[src/rtl/ddr_pkg.sv]
// Shared types and constants for the note sequencer: state encoding,
// LFSR tap mask and the bit fields that decode a lane pattern from the LFSR.
package ddr_pkg;

    typedef enum logic [2:0] {
        S_IDLE,
        S_LEAD,
        S_PLAY,
        S_TAIL,
        S_DONE
    } state_t;

    localparam int unsigned NUM_LANES = 4;

    // Feedback taps on bits 7,5,4,3 (maximal-length 8-bit sequence)
    localparam logic [7:0] LFSR_TAPS = 8'b1011_1000;

    localparam int unsigned LANE_LSB       = 0;
    localparam int unsigned CHORD_LANE_LSB = 2;
    localparam int unsigned REST_LSB       = 2;
    localparam int unsigned REST_MSB       = 4;
    localparam int unsigned CHORD_LSB      = 5;
    localparam int unsigned CHORD_MSB      = 7;

    function automatic logic [7:0] lfsr_next(input logic [7:0] l);
        return {l[6:0], ^(l & LFSR_TAPS)};
    endfunction

    function automatic logic [NUM_LANES-1:0] lane_decode(input logic [7:0] l);
        logic [NUM_LANES-1:0] lanes;
        lanes = '0;
        if (l[REST_MSB:REST_LSB] != '0) begin
            lanes[l[LANE_LSB +: 2]] = 1'b1;
            if (l[CHORD_MSB:CHORD_LSB] == '1)
                lanes[l[CHORD_LANE_LSB +: 2]] = 1'b1;
        end
        return lanes;
    endfunction

endpackage

[src/rtl/beat_timer.sv]
// Free-running beat divider: counts 0..BEAT_CYCLES-1 while enabled and
// flags the terminal count as a one-cycle tick.
module beat_timer #(
    parameter int unsigned BEAT_CYCLES = 25_000_000
) (
    input  logic clk,
    input  logic reset,
    input  logic clear,
    input  logic enable,
    output logic tick
);

    localparam int unsigned W = $clog2(BEAT_CYCLES);
    localparam logic [W-1:0] LAST = W'(BEAT_CYCLES - 1);

    logic [W-1:0] count;

    assign tick = enable && (count == LAST);

    always_ff @(posedge clk) begin
        if (reset || clear)
            count <= '0;
        else if (enable)
            count <= tick ? '0 : count + W'(1);
    end

endmodule

[src/rtl/note_scheduler.sv]
// Song sequencer: lead-in countdown, one LFSR-chosen note per beat to the
// four lanes, a tail, then done. Clears the score when a song starts.
module note_scheduler
    import ddr_pkg::*;
#(
    parameter int unsigned BEAT_CYCLES = 25_000_000,
    parameter int unsigned LEAD_BEATS  = 3,
    parameter int unsigned NUM_NOTES   = 32,
    parameter int unsigned TAIL_BEATS  = 2,
    parameter logic [7:0]  LFSR_SEED   = 8'hA5
) (
    input  logic                 clk,
    input  logic                 reset,
    input  logic                 start,
    input  logic                 pause,
    output logic [NUM_LANES-1:0] enable_lane,
    output logic                 resetscore,
    output logic [1:0]           lead_count,
    output logic [5:0]           note_index,
    output logic                 beat_tick,
    output logic                 busy,
    output logic                 done
);

    localparam int unsigned LW = $clog2(LEAD_BEATS + 1);
    localparam int unsigned TW = $clog2(TAIL_BEATS + 1);
    localparam logic [7:0] SEED = (LFSR_SEED == 8'h00) ? 8'h01 : LFSR_SEED;
    localparam logic [5:0] LAST_NOTE = 6'(NUM_NOTES - 1);

    state_t        state;
    logic [7:0]    lfsr;
    logic [LW-1:0] lead_left;
    logic [TW-1:0] tail_left;
    logic [5:0]    issue_index;
    logic          tick;
    logic          launch;
    logic          issue;

    assign busy      = state inside {S_LEAD, S_PLAY, S_TAIL};
    assign done      = (state == S_DONE);
    assign launch    = start && (state == S_IDLE || state == S_DONE);
    assign issue     = tick && (state == S_PLAY || (state == S_LEAD && lead_left == LW'(1)));
    assign beat_tick = tick;
    assign lead_count = (state != S_LEAD)           ? 2'd0 :
                        (32'(lead_left) >= 32'd3)   ? 2'd3 : 2'(lead_left);

    beat_timer #(
        .BEAT_CYCLES(BEAT_CYCLES)
    ) u_beat_timer (
        .clk   (clk),
        .reset (reset),
        .clear (launch),
        .enable(busy && !pause),
        .tick  (tick)
    );

    always_ff @(posedge clk) begin
        if (reset) begin
            state       <= S_IDLE;
            lfsr        <= SEED;
            lead_left   <= '0;
            tail_left   <= '0;
            issue_index <= '0;
            note_index  <= '0;
            enable_lane <= '0;
            resetscore  <= 1'b0;
        end else begin
            enable_lane <= '0;
            resetscore  <= 1'b0;

            case (state)
                S_IDLE, S_DONE: begin
                    if (start) begin
                        state       <= S_LEAD;
                        resetscore  <= 1'b1;
                        lead_left   <= LW'(LEAD_BEATS);
                        lfsr        <= SEED;
                        issue_index <= '0;
                        note_index  <= '0;
                    end
                end
                S_LEAD: begin
                    if (tick) begin
                        lead_left <= lead_left - LW'(1);
                        if (lead_left == LW'(1))
                            state <= S_PLAY;
                    end
                end
                S_PLAY: ;
                S_TAIL: begin
                    if (tick) begin
                        if (tail_left == TW'(1))
                            state <= S_DONE;
                        else
                            tail_left <= tail_left - TW'(1);
                    end
                end
                default: state <= S_IDLE;
            endcase

            // Issue is shared by the LEAD exit and PLAY; the last-note
            // transition here overrides the LEAD->PLAY assignment above.
            if (issue) begin
                enable_lane <= lane_decode(lfsr);
                lfsr        <= lfsr_next(lfsr);
                note_index  <= issue_index;
                if (issue_index == LAST_NOTE) begin
                    state     <= S_TAIL;
                    tail_left <= TW'(TAIL_BEATS);
                end else begin
                    issue_index <= issue_index + 6'd1;
                end
            end
        end
    end

endmodule

[config.mk]
export PLATFORM = sky130hd
export DESIGN_NAME = note_scheduler
export DESIGN_NICKNAME = d
export VERILOG_FILES = /design/src/rtl/ddr_pkg.sv /design/src/rtl/beat_timer.sv /design/src/rtl/note_scheduler.sv
export SDC_FILE = /design/constraint.sdc
export NUM_CORES = 1
export LEC_CHECK = 0
export ABC_CLOCK_PERIOD_IN_PS = 2170
export CORE_MARGIN = 5
export CORE_UTILIZATION = 45
export CTS_BUF_LIST = sky130_fd_sc_hd__clkbuf_16
export CTS_CLUSTER_SIZE = 20
export DETAILED_ROUTE_END_ITERATION = 8
export RECOVER_POWER = 100
export REMOVE_ABC_BUFFERS = 1
export SLEW_MARGIN = 20
export SYNTH_ARGS = -nofsm -noshare
export SYNTH_HDL_FRONTEND = slang
export SYNTH_SLANG_ARGS = --single-unit
[constraint.sdc]
create_clock -name clk -period 2.17 [get_ports clk]
set_input_delay 0.434 -clock clk [delete_from_list [all_inputs] [get_ports clk]]
set_output_delay 0.434 -clock clk [all_outputs]
set_load 0.01 [all_outputs]
==> results.md <==
- Traced cell by cell, the critical path runs through buf_4 > nand2b_1 > nor2_1 > clkbuf_4 > o21a_1 > dlygate4sd2_1.
- By area, the combinational part of the netlist is dominated by simple AND/OR/NAND/NOR gates.
- The fraction of the mapped netlist area in compound gates was 0.155.
- Once detail routing completed, the nets flagged for antenna violations numbered 0.
- The synthesized area per cell is 8.38 µm².
- Timing would allow up to 485 MHz.
- Of the total synthesized cell area, the portion taken by XOR and XNOR cells is 0.0740.
- The critical setup path kind is flip-flop to output pin.
- Clock tree synthesis selected as its root buffer the cell clkbuf_16.
- The non-filler instance count after layout is 447.
- The most instantiated flip-flop cell in the synthesis netlist is dfxtp_1.
- The final critical-path setup slack is 0.110 ns.
- The post-synthesis instance area is 2720 µm².
- After synthesis, the netlist uses 48 different library cells.
- The number of detailed-route iterations in the first pass is 4.
- The power density over cell area is 724 nW/µm².
- The most critical setup path has its startpoint at state[2]$_SDFF_PP0_.
- Setup repair after global routing left no endpoint under its margin.
- The switching power is 532 µW.
- The final critical path time including I/O delays and setup is 2.06 ns.
- Setup violations remaining at the end of the flow were counted as 0.
- The die boundary width is 87.8 µm.
- The share of synthesized area in the top cell type comes to 0.419.
- Yosys printed 0 warnings.
- The post-place setup slack is -0.195 ns.
- Summing over every cut layer, the via total after detailed routing is 2,446.
- The routed via count divided by cell count is 5.47.
- Of all nets on the critical path, the largest fanout is 5.
- Global routing finished with a remaining overflow of 0.
- The global router's overall resource usage is 0.178.
- The tightest min-delay check is of the flip-flop to flip-flop type.
- Row generation in the floorplan step produced 28 rows.
- The worst slew margin relative to its limit is 0.506.
- The largest individual stage delay along the critical path comes from the cell dfxtp_1.
- The actual slew at the worst max-slew pin is 0.742 ns.
- The floorplan core area is 5920 µm².
- VDD sags by at most 0.374 mV.
- The post-detailed-route DRC marker count is 0.
- The maximum clock skew at final layout is 0.00601 ns.
- The area growth from synthesis to final layout is 26.7%.
- The part of the total power dissipated in combinational logic is 0.050.
- The share of final-layout standard cells stronger than drive strength 1 is 0.145.
- The average routed wire per standard cell is 13.9 µm.
- In this run, CTS created clock tree buffers numbering 9.
- The violation count after the first detailed-route iteration is 163.
- The async set-or-reset flop fraction in the synthesized netlist is 0.
- Of the total synthesized cell area, the portion taken by full adders, half adders and majority gates is 0.0276.
- The final layout contains routed wiring with a total length of 6210 µm.
- Sorting the synthesized cells by how often they occur yields dfxtp_1, nand2_1, nor2_1.
- The die is 87.8 µm tall.
- The detailed placement HPWL is 4190 µm.
- The category of the worst setup path launch point is a flip-flop.
- The post-synthesis cell type with the largest combined area is dfxtp_1.
- The register-to-register setup slack is 0.18 ns.
- The count of clock tree sinks is 57.
- 0 antenna diodes ended up in the layout.
- The initial core utilization is 0.460.
- In this run, synthesis inferred 0 flip-flops with an integrated enable.
- The part of the total power dissipated in the clock network is 0.525.
- Internal power comes to 1970 µW.
- The launch instance of the worst min-delay path is note_index[3]$_SDFFE_PP0P_.
- The H-tree depth is 3.
- The number of buffers added to fix hold violations after cts is 0.
- The critical path's largest stage delay is 0.30 ns.
- Of the synthesized area, sequential elements account for 0.419.
- At the worst endpoint, the arrival time is 1.63 ns.
- The capturing element type of the critical path is an output pin.
- The count of maximum capacitance violations is 0.
- The final estimated routing congestion in global placement is 0.808.
- At the worst endpoint, the required time is 1.74 ns.
- TritonCTS built the clock tree.
- The area share of and/or/nand/nor cells after synthesis is 0.284.
- The share of total power dissipated in sequential elements is 0.426.
- The via count of the first global-routing pass is 2,303.
- The flip-flop and latch count after synthesis is 57.
- The clock passes through at most 2 buffers.
- For this design the static power due to leakage is 0.00130 µW.
- Of the total power, the share spent switching nets is 0.213.
- The total placed cells including tap cells is 430.
- After synthesis, the share of cell area in mux cells is 0.00413.
- Entering global routing, the biggest net connects 32 pins.
- The post-CTS clock slew at the launch and capture registers of the worst setup and hold paths is 0.05 ns.
- In this run the count of I/O pins placed on the die edge is 20.
- Input and output buffers added on the ports amount to 19.
- The source of the worst register-to-register timing path is u_beat_timer.count[6]$_SDFFE_PP0P_.
- The die outline area is 7710 µm².
- The leading cell type by number of instances after synthesis is dfxtp_1.
- The gate count of the mapped netlist is 325.
- Of the available clock period, the critical path in the final layout requires 0.950.
- The net count of the finished layout is 378.
- The initial antenna violation count came to 0.
- The max-slew violation total from the final report was 0.
- The later pin in the worst-skew pair is clocked with a latency of 0.32 ns.
- The run finished with clean final reports.
- The count of endpoints failing hold in the final timing report came to 0.
- After synthesis, the cell types taking the most area are dfxtp_1, a21oi_1, xor2_1.
- The first global-routing pass estimated 10,800 µm of wire.
layout by cell type (no fill, tap or decap), types with 10 or more instances in the layout:
master / instances
a21oi_1: 28
buf_4: 19
nand3_1: 23
nand2_1: 30
and3_1: 10
dlygate4sd3_1: 11
nor2_1: 29
nand4_1: 11
o21ai_0: 15
dfxtp_1: 56
xor2_1: 16
nor3_1: 12
layer usage:
metal  track usage  part of all wire  vias up
li1              -                 -     1251
met3        0.0339             0.026       10
met2         0.279              0.46       27
met1         0.234              0.49     1158
met4        0.0893             0.020        0
met5             0                 0        -
logic make-up (layout without fill, tap and decap cells):
logic type / after synthesis / in the layout
AND/OR/NAND/NOR: 146 / 146
AO/OA/AOI/OAI: 68 / 68
flip-flops: 57 / 57
buffers and inverters: 24 / 71
XOR/XNOR: 23 / 23
adder cells (fa/ha/maj): 6 / 6
multiplexers: 1 / 1
power by group through the flow:
stage / clock (µW) / sequential, µW / combinational [µW]
finish: 1310 / 1060 / 124
global route: 1390 / 1060 / 138
CTS: 1350 / 1060 / 134
detailed placement: 0 / 1080 / 132
global placement: 0 / 1080 / 131
floorplan: 0 / 1090 / 60.2
area by class of cell:
| cell class | instances | area [µm²] |
|---|---|---|
| Clock buffer | 9 | 225 |
| Clock inverter | 6 | 51.3 |
| Fill cell | 548 | 2470 |
| Inverter | 7 | 26.3 |
| Multi-Input combinational cell | 244 | 1500 |
| Sequential cell | 57 | 1140 |
| Tap cell | 75 | 93.8 |
| Timing Repair Buffer | 49 | 409 |
through the flow:
stage | instance area (µm²) | util | hold WS (ns) | power (µW) | TNS [ns]
3_5_place_dp | 3180 | 0.538 | 0.460 | 1220 | -0.436
6_report | 3450 | 0.583 | 0.459 | 2500 | 0
5_1_grt | 3450 | 0.583 | 0.499 | 2590 | 0
3_3_place_gp | 3180 | 0.538 | 0.456 | 1210 | -0.358
4_1_cts | 3490 | 0.589 | 0.469 | 2540 | 0
2_1_floorplan | 2650 | - | 0.451 | 1150 | -0.161
worst paths after layout:
path | endpoint | depth (start not counted)
min reg2reg | note_index[3]$_SDFFE_PP0P_ | 2
max | lead_count[1] | 6
max reg2reg | issue_index[0]$_SDFF_PP0_ | 8
min | note_index[3]$_SDFFE_PP0P_ | 2
worst max-delay path, delay by kind of cell (launching register included):
family	cells	cell delay (ns)
buffers and inverters	3	0.57
and+or+nand+nor	2	0.33
DFF	1	0.30
AOI/OAI and AO/OA	1	0.10
sequential cells by signal, indices dropped and copies added, names as in the netlist, 2 cells and up:
register	count
state	3
tail_left	2
lfsr	8
u_beat_timer.count	25
issue_index	6
note_index	6
enable_lane	4
lead_left	2
timing repair:
item,in CTS,in global routing
gates resized for setup,7,6
gates cloned,0,0
setup endpoints to repair,3,4
setup buffers,2,0
pin swaps,2,2
Note: power is estimated with default switching activity, not from simulation.
